File: config.mk
export PLATFORM = sky130hd
export DESIGN_NAME = mult_arbiter
export DESIGN_NICKNAME = d
export VERILOG_FILES = /design/src/rtl/mult_arb_pkg.sv /design/src/rtl/mult_arbiter_rr_picker.sv /design/src/rtl/mult_arbiter.sv
export SDC_FILE = /design/constraint.sdc
export NUM_CORES = 1
export LEC_CHECK = 0
export ABC_AREA = 1
export CAP_MARGIN = 0
export CORE_MARGIN = 4
export CORE_UTILIZATION = 45
export CTS_CLUSTER_DIAMETER = 40
export DETAILED_ROUTE_END_ITERATION = 12
export GPL_ROUTABILITY_DRIVEN = 0
export HOLD_SLACK_MARGIN = 0.1
export PLACE_DENSITY = 0.77
export SETUP_SLACK_MARGIN = 0.5
export SKIP_LAST_GASP = 1
export SLEW_MARGIN = 20
export SYNTH_ARGS = -nofsm -noshare
export SYNTH_HDL_FRONTEND = slang
export SYNTH_SLANG_ARGS = --single-unit
File: constraint.sdc
create_clock -name clk -period 7.3 [get_ports clk]
set_input_delay 1.46 -clock clk [delete_from_list [all_inputs] [get_ports clk]]
set_output_delay 1.46 -clock clk [all_outputs]
set_load 0.01 [all_outputs]
File: src/rtl/mult_arb_pkg.sv
// Shared types and width helpers for the round-robin multiplier arbiter.
package mult_arb_pkg;

  typedef enum logic [1:0] {IDLE, LAUNCH, WAIT, RESP} state_t;

  function automatic int ptr_width(input int n);
    return (n > 1) ? $clog2(n) : 1;
  endfunction

  function automatic int wdog_width(input int t);
    return $clog2(t + 1);
  endfunction

endpackage

File: src/rtl/mult_arbiter_rr_picker.sv
// Combinational round-robin picker: first valid requester at or after ptr, wrapping.
module rr_picker
  import mult_arb_pkg::*;
#(
  parameter int NREQ  = 4,
  parameter int PTR_W = ptr_width(NREQ)
) (
  input  logic [NREQ-1:0]  valid,
  input  logic [PTR_W-1:0] ptr,
  output logic [NREQ-1:0]  grant,
  output logic [PTR_W-1:0] idx,
  output logic             found
);

  function automatic int wrap(input int p, input int k);
    return (p + k) % NREQ;
  endfunction

  always_comb begin
    grant = '0;
    idx   = '0;
    found = 1'b0;
    for (int k = 0; k < NREQ; k++) begin
      if (!found && valid[wrap(int'(ptr), k)]) begin
        found                       = 1'b1;
        grant[wrap(int'(ptr), k)]   = 1'b1;
        idx                         = PTR_W'(wrap(int'(ptr), k));
      end
    end
  end

endmodule

File: src/rtl/mult_arbiter.sv
// Shares one Multiplier among NREQ requesters: round-robin accept, launch,
// wait for done (with watchdog), then return the product to the granted requester.
module mult_arbiter
  import mult_arb_pkg::*;
#(
  parameter  int WIDTH   = 4,
  parameter  int NREQ    = 4,
  parameter  int TIMEOUT = 64,
  localparam int PTR_W   = ptr_width(NREQ)
) (
  input  logic                    clk,
  input  logic                    rst,
  input  logic [NREQ-1:0]         req_valid,
  output logic [NREQ-1:0]         req_ready,
  input  logic [NREQ*WIDTH-1:0]   req_multiplier,
  input  logic [NREQ*WIDTH-1:0]   req_multiplicand,
  output logic [NREQ-1:0]         rsp_valid,
  input  logic [NREQ-1:0]         rsp_ready,
  output logic [2*WIDTH-1:0]      rsp_product,
  output logic                    rsp_error,
  output logic [PTR_W-1:0]        grant_id,
  output logic                    busy,
  output logic                    mult_start,
  output logic [WIDTH-1:0]        mult_multiplier,
  output logic [WIDTH-1:0]        mult_multiplicand,
  input  logic [2*WIDTH-1:0]      mult_product,
  input  logic                    mult_done
);

  localparam int WD_W = wdog_width(TIMEOUT);
  localparam logic [NREQ-1:0] ONE = NREQ'(1);

  state_t            state;
  logic [PTR_W-1:0]  ptr;
  logic [WD_W-1:0]   wd;
  logic [NREQ-1:0]   pick;
  logic [PTR_W-1:0]  pick_idx;
  logic              pick_found;

  rr_picker #(.NREQ(NREQ), .PTR_W(PTR_W)) u_picker (
    .valid (req_valid),
    .ptr   (ptr),
    .grant (pick),
    .idx   (pick_idx),
    .found (pick_found)
  );

  // Gated by rst so every output reads 0 while reset is held.
  assign req_ready = (state == IDLE && rst && pick_found) ? pick : '0;

  always_ff @(posedge clk or negedge rst) begin
    if (!rst) begin
      state             <= IDLE;
      ptr               <= '0;
      wd                <= '0;
      grant_id          <= '0;
      busy              <= 1'b0;
      mult_start        <= 1'b0;
      mult_multiplier   <= '0;
      mult_multiplicand <= '0;
      rsp_valid         <= '0;
      rsp_product       <= '0;
      rsp_error         <= 1'b0;
    end else begin
      case (state)
        IDLE: begin
          if (|(req_valid & req_ready)) begin
            mult_multiplier   <= req_multiplier[int'(pick_idx)*WIDTH +: WIDTH];
            mult_multiplicand <= req_multiplicand[int'(pick_idx)*WIDTH +: WIDTH];
            grant_id          <= pick_idx;
            mult_start        <= 1'b1;
            busy              <= 1'b1;
            state             <= LAUNCH;
          end
        end
        // A stale done from the previous operation may still be high here.
        LAUNCH: begin
          mult_start <= 1'b0;
          wd         <= '0;
          state      <= WAIT;
        end
        WAIT: begin
          if (mult_done) begin
            rsp_product <= mult_product;
            rsp_error   <= 1'b0;
            rsp_valid   <= ONE << grant_id;
            state       <= RESP;
          end else if (wd == WD_W'(TIMEOUT)) begin
            rsp_product <= '0;
            rsp_error   <= 1'b1;
            rsp_valid   <= ONE << grant_id;
            state       <= RESP;
          end else begin
            wd <= wd + 1'b1;
          end
        end
        RESP: begin
          if (rsp_ready[grant_id]) begin
            rsp_valid <= '0;
            ptr       <= (grant_id == PTR_W'(NREQ - 1)) ? '0 : grant_id + 1'b1;
            busy      <= 1'b0;
            state     <= IDLE;
          end
        end
        default: state <= IDLE;
      endcase
    end
  end

endmodule

==> results.toml <==
[final_layout]
syn_to_final_growth_pct = 35.5
layout-drive-gt1-share_pct = 8.31
ff_latch_area_um2 = 901
n_antenna_cell = 0
fillers = 506
multi_input_area_um2 = 1480
fin_cells = 505
nNetsFinal = 501

[global_routing]
antenna_found_initial = 0
grt_pass1_wl_um = 11000
grt_max_degree = 38
grtUsageTotal_pct = 18.7
grt_pass1_vias = 2437
grt-ovfl-total = 0

[logic_synthesis]
synth_area_um2 = 2610
synth_edf_count = 0
yosysSeqAreaShare_pct = 34.5
yosys_warnings = 0
netlist_instances = 352
synth_cell_types = 34
netlist_top_cells_area = "dfrtp_1 35%, nand2_1 17%, ha_1 8.1%"
yosysTopAreaCell = "dfrtp_1"
synth-seq-cells = 36
avgSynthCellArea_um2 = 7.41
synthFlopType = "dfrtp_1"
synth_top_area_share_pct = 34.5
syn_nets = 420
ys_async_sr_fraction_pct = 100

[setup_path]
critical_path.slowest_cell = "clkdlybuf4s50_1"
critPathCaptureType = "output pin"
critPathKind = "in2out"
worstPathArrival_ns = 3.42
worstPathRequired_ns = 5.84
cp_common_cell = "nand2_1"
path_cells = "clkdlybuf4s50_1 -> inv_1 -> nand2_1 -> nand2_1 -> nand2_1 -> nand2_2 -> inv_1 -> nand3_1 -> nand3_1 -> nand2_1 -> inv_1 -> clkdlybuf4s50_1"
crit_fanout = 8
start_kind = "primary input"
cp_slowest_stage_delay_ns = 0.55

[sta]
maxSlewViolCount = 0
fin_hold_ws_ns = 0.489
slew_headroom_pct = 47.1
fmax_ghz = 0.205
finalSetupViolCount = 0
hold_viol_final = 0
post-route-period-util_pct = 66.9
rsz0062_at_grt = "false"
tightest_slew_ns = 0.793
finalSetupTns_ns = 0
period_needed_ns = 4.88
fin_skew_ns = 0.00321

[placement]
port_buffers = 79
hpwl_um = 5040
placedCellCount = 498

[clock_tree]
cts_tree = "yes"
htreeDepth = 2
cts_root_buf = "clkbuf_8"
cts_buffers = 5
postCtsHoldBufs = 0
cts_buffer_depth = 2
insertion_delay_ns = 0.29
cts_resized = 0
cts_setup_buffers = 0
cts_sinks = 36
clk_pin_slew_ns = 0.07

[power]
p_per_area_nw_per_um2 = 434
finalPower_w = 0.00153
cellLeakagePower_nw = 1.75
peakVddDrop_uv = 244

[run_status]
status = "finished, final reports clean"

[min_path]
hold_path.class = "reg2reg"

[die]
rows = 27
die_h_um = 84.2
dieArea_um2 = 7080
boundaryPins = 80
core_area_um2 = 5570
die_x_um = 84.2
start_util_pct = 46.8

[flow_run]
cap_viol_max_count = 0

[routing]
post_drt_via_cell_ratio = 5.01
wire_per_inst_um = 12.7
drtPass1Iterations = 5
wirelength_um = 6410
drc = 0
vias = 2528
drt_iter0_drc = 116
ant_nets = 0
final timing paths:
check | from | endpoint | slack, ns | depth (start not counted)
worst max register to register | ptr[1] | state[1] | 4.51 | 15
worst min-delay path | mult_multiplier[0] | mult_multiplier[0] | 0.49 | 2
worst max-delay path | req_valid[3] | req_ready[1] | 2.42 | 12
min in group asynchronous | rst | rsp_product[6] | 1.24 | 1
worst min register to register | mult_multiplier[0] | mult_multiplier[0] | 0.49 | 2
max in group asynchronous | rst | rsp_product[2] | 5.54 | 1
cell families (layout without fill, tap and decap cells):
logic type                 after synthesis  count (layout)  synth area share [%]
buffers and inverters                   53             134                  8.72
and+or+nand+nor                        200             200                  36.7
xor gates and xnor gates                 3               3                  1.01
adders and majority gates               17              17                  8.15
AOI/OAI and AO/OA                       43              43                  10.9
DFF                                     36              36                  34.5
layout make-up:
cell class	instances	area share (%)
clock buffers	7	2.72
inverters	48	5.16
multi-input cells	263	41.9
flip-flops and latches	36	25.5
well taps	72	2.55
repair buffers	79	22.2
report_power, final:
part	switching (W)	total, W	internal [W]
sequential	0.0000659	0.000340	0.000274
combinational	0.000626	0.00104	0.000415
clock	0.0000683	0.000152	0.0000840
routing by layer:
layer / track usage (%) / up-vias / part of all wire, %
li1: - / 1292 / -
met1: 23.3 / 1153 / 44
met2: 32.5 / 74 / 50
met3: 4.12 / 9 / 4.5
met4: 5.12 / 0 / 1.9
met5: 0 / - / 0
flip-flops by register name (all words and copies together) (netlist names):
name and cells:
busy 1, rsp_valid 4, mult_multiplier 4, rsp_product 8, mult_multiplicand 4, mult_start 1
ptr 2, wd 7, grant_id 2, rsp_error 1, state 2
worst max-delay path, delay by kind of cell:
kind | cells | cell delay, ns
buf+inv | 5 | 1.28
simple gates | 7 | 0.68
cells in the mapped netlist, drive strengths merged (3+ instances only):
cell,n
ha,17
nor2,12
nand3,43
dfrtp,36
a21oi,8
nor3,3
o211ai,8
nand2,133
inv,47
o21ai,12
a21o,8
xor2,3
buf,5
nand4,5
a21boi,4
through the flow:
step	utilization, %	instance area, µm²	setup slack (ns)
2_1_floorplan	-	2610	3.57
5_1_grt	63.5	3540	2.23
6_report	63.5	3540	2.42
3_3_place_gp	61.7	3440	2.49
4_1_cts	63.5	3540	2.42
3_5_place_dp	61.7	3440	2.43
cell usage in the layout, fill, tap and decap left out, types with 2 or more instances in the layout:
cell type,synthesis,routed
nor2_2,2,2
dfrtp_1,36,36
a21boi_0,4,4
a21o_1,8,8
inv_2,2,2
nand2_2,11,11
clkbuf_8,0,7
nand2_1,118,118
nand3_4,2,2
nor3_1,3,3
o22ai_1,2,2
xor2_1,3,3
nand4_1,4,4
a21oi_1,8,8
o21ai_1,2,2
o21ai_0,9,9
ha_1,17,17
nand3_1,41,41
nand2_4,4,4
nor2_4,2,2
clkdlybuf4s50_1,0,78
nor2_1,7,7
o211ai_1,8,8
inv_1,44,44
Power figures use the tool's default switching activity.
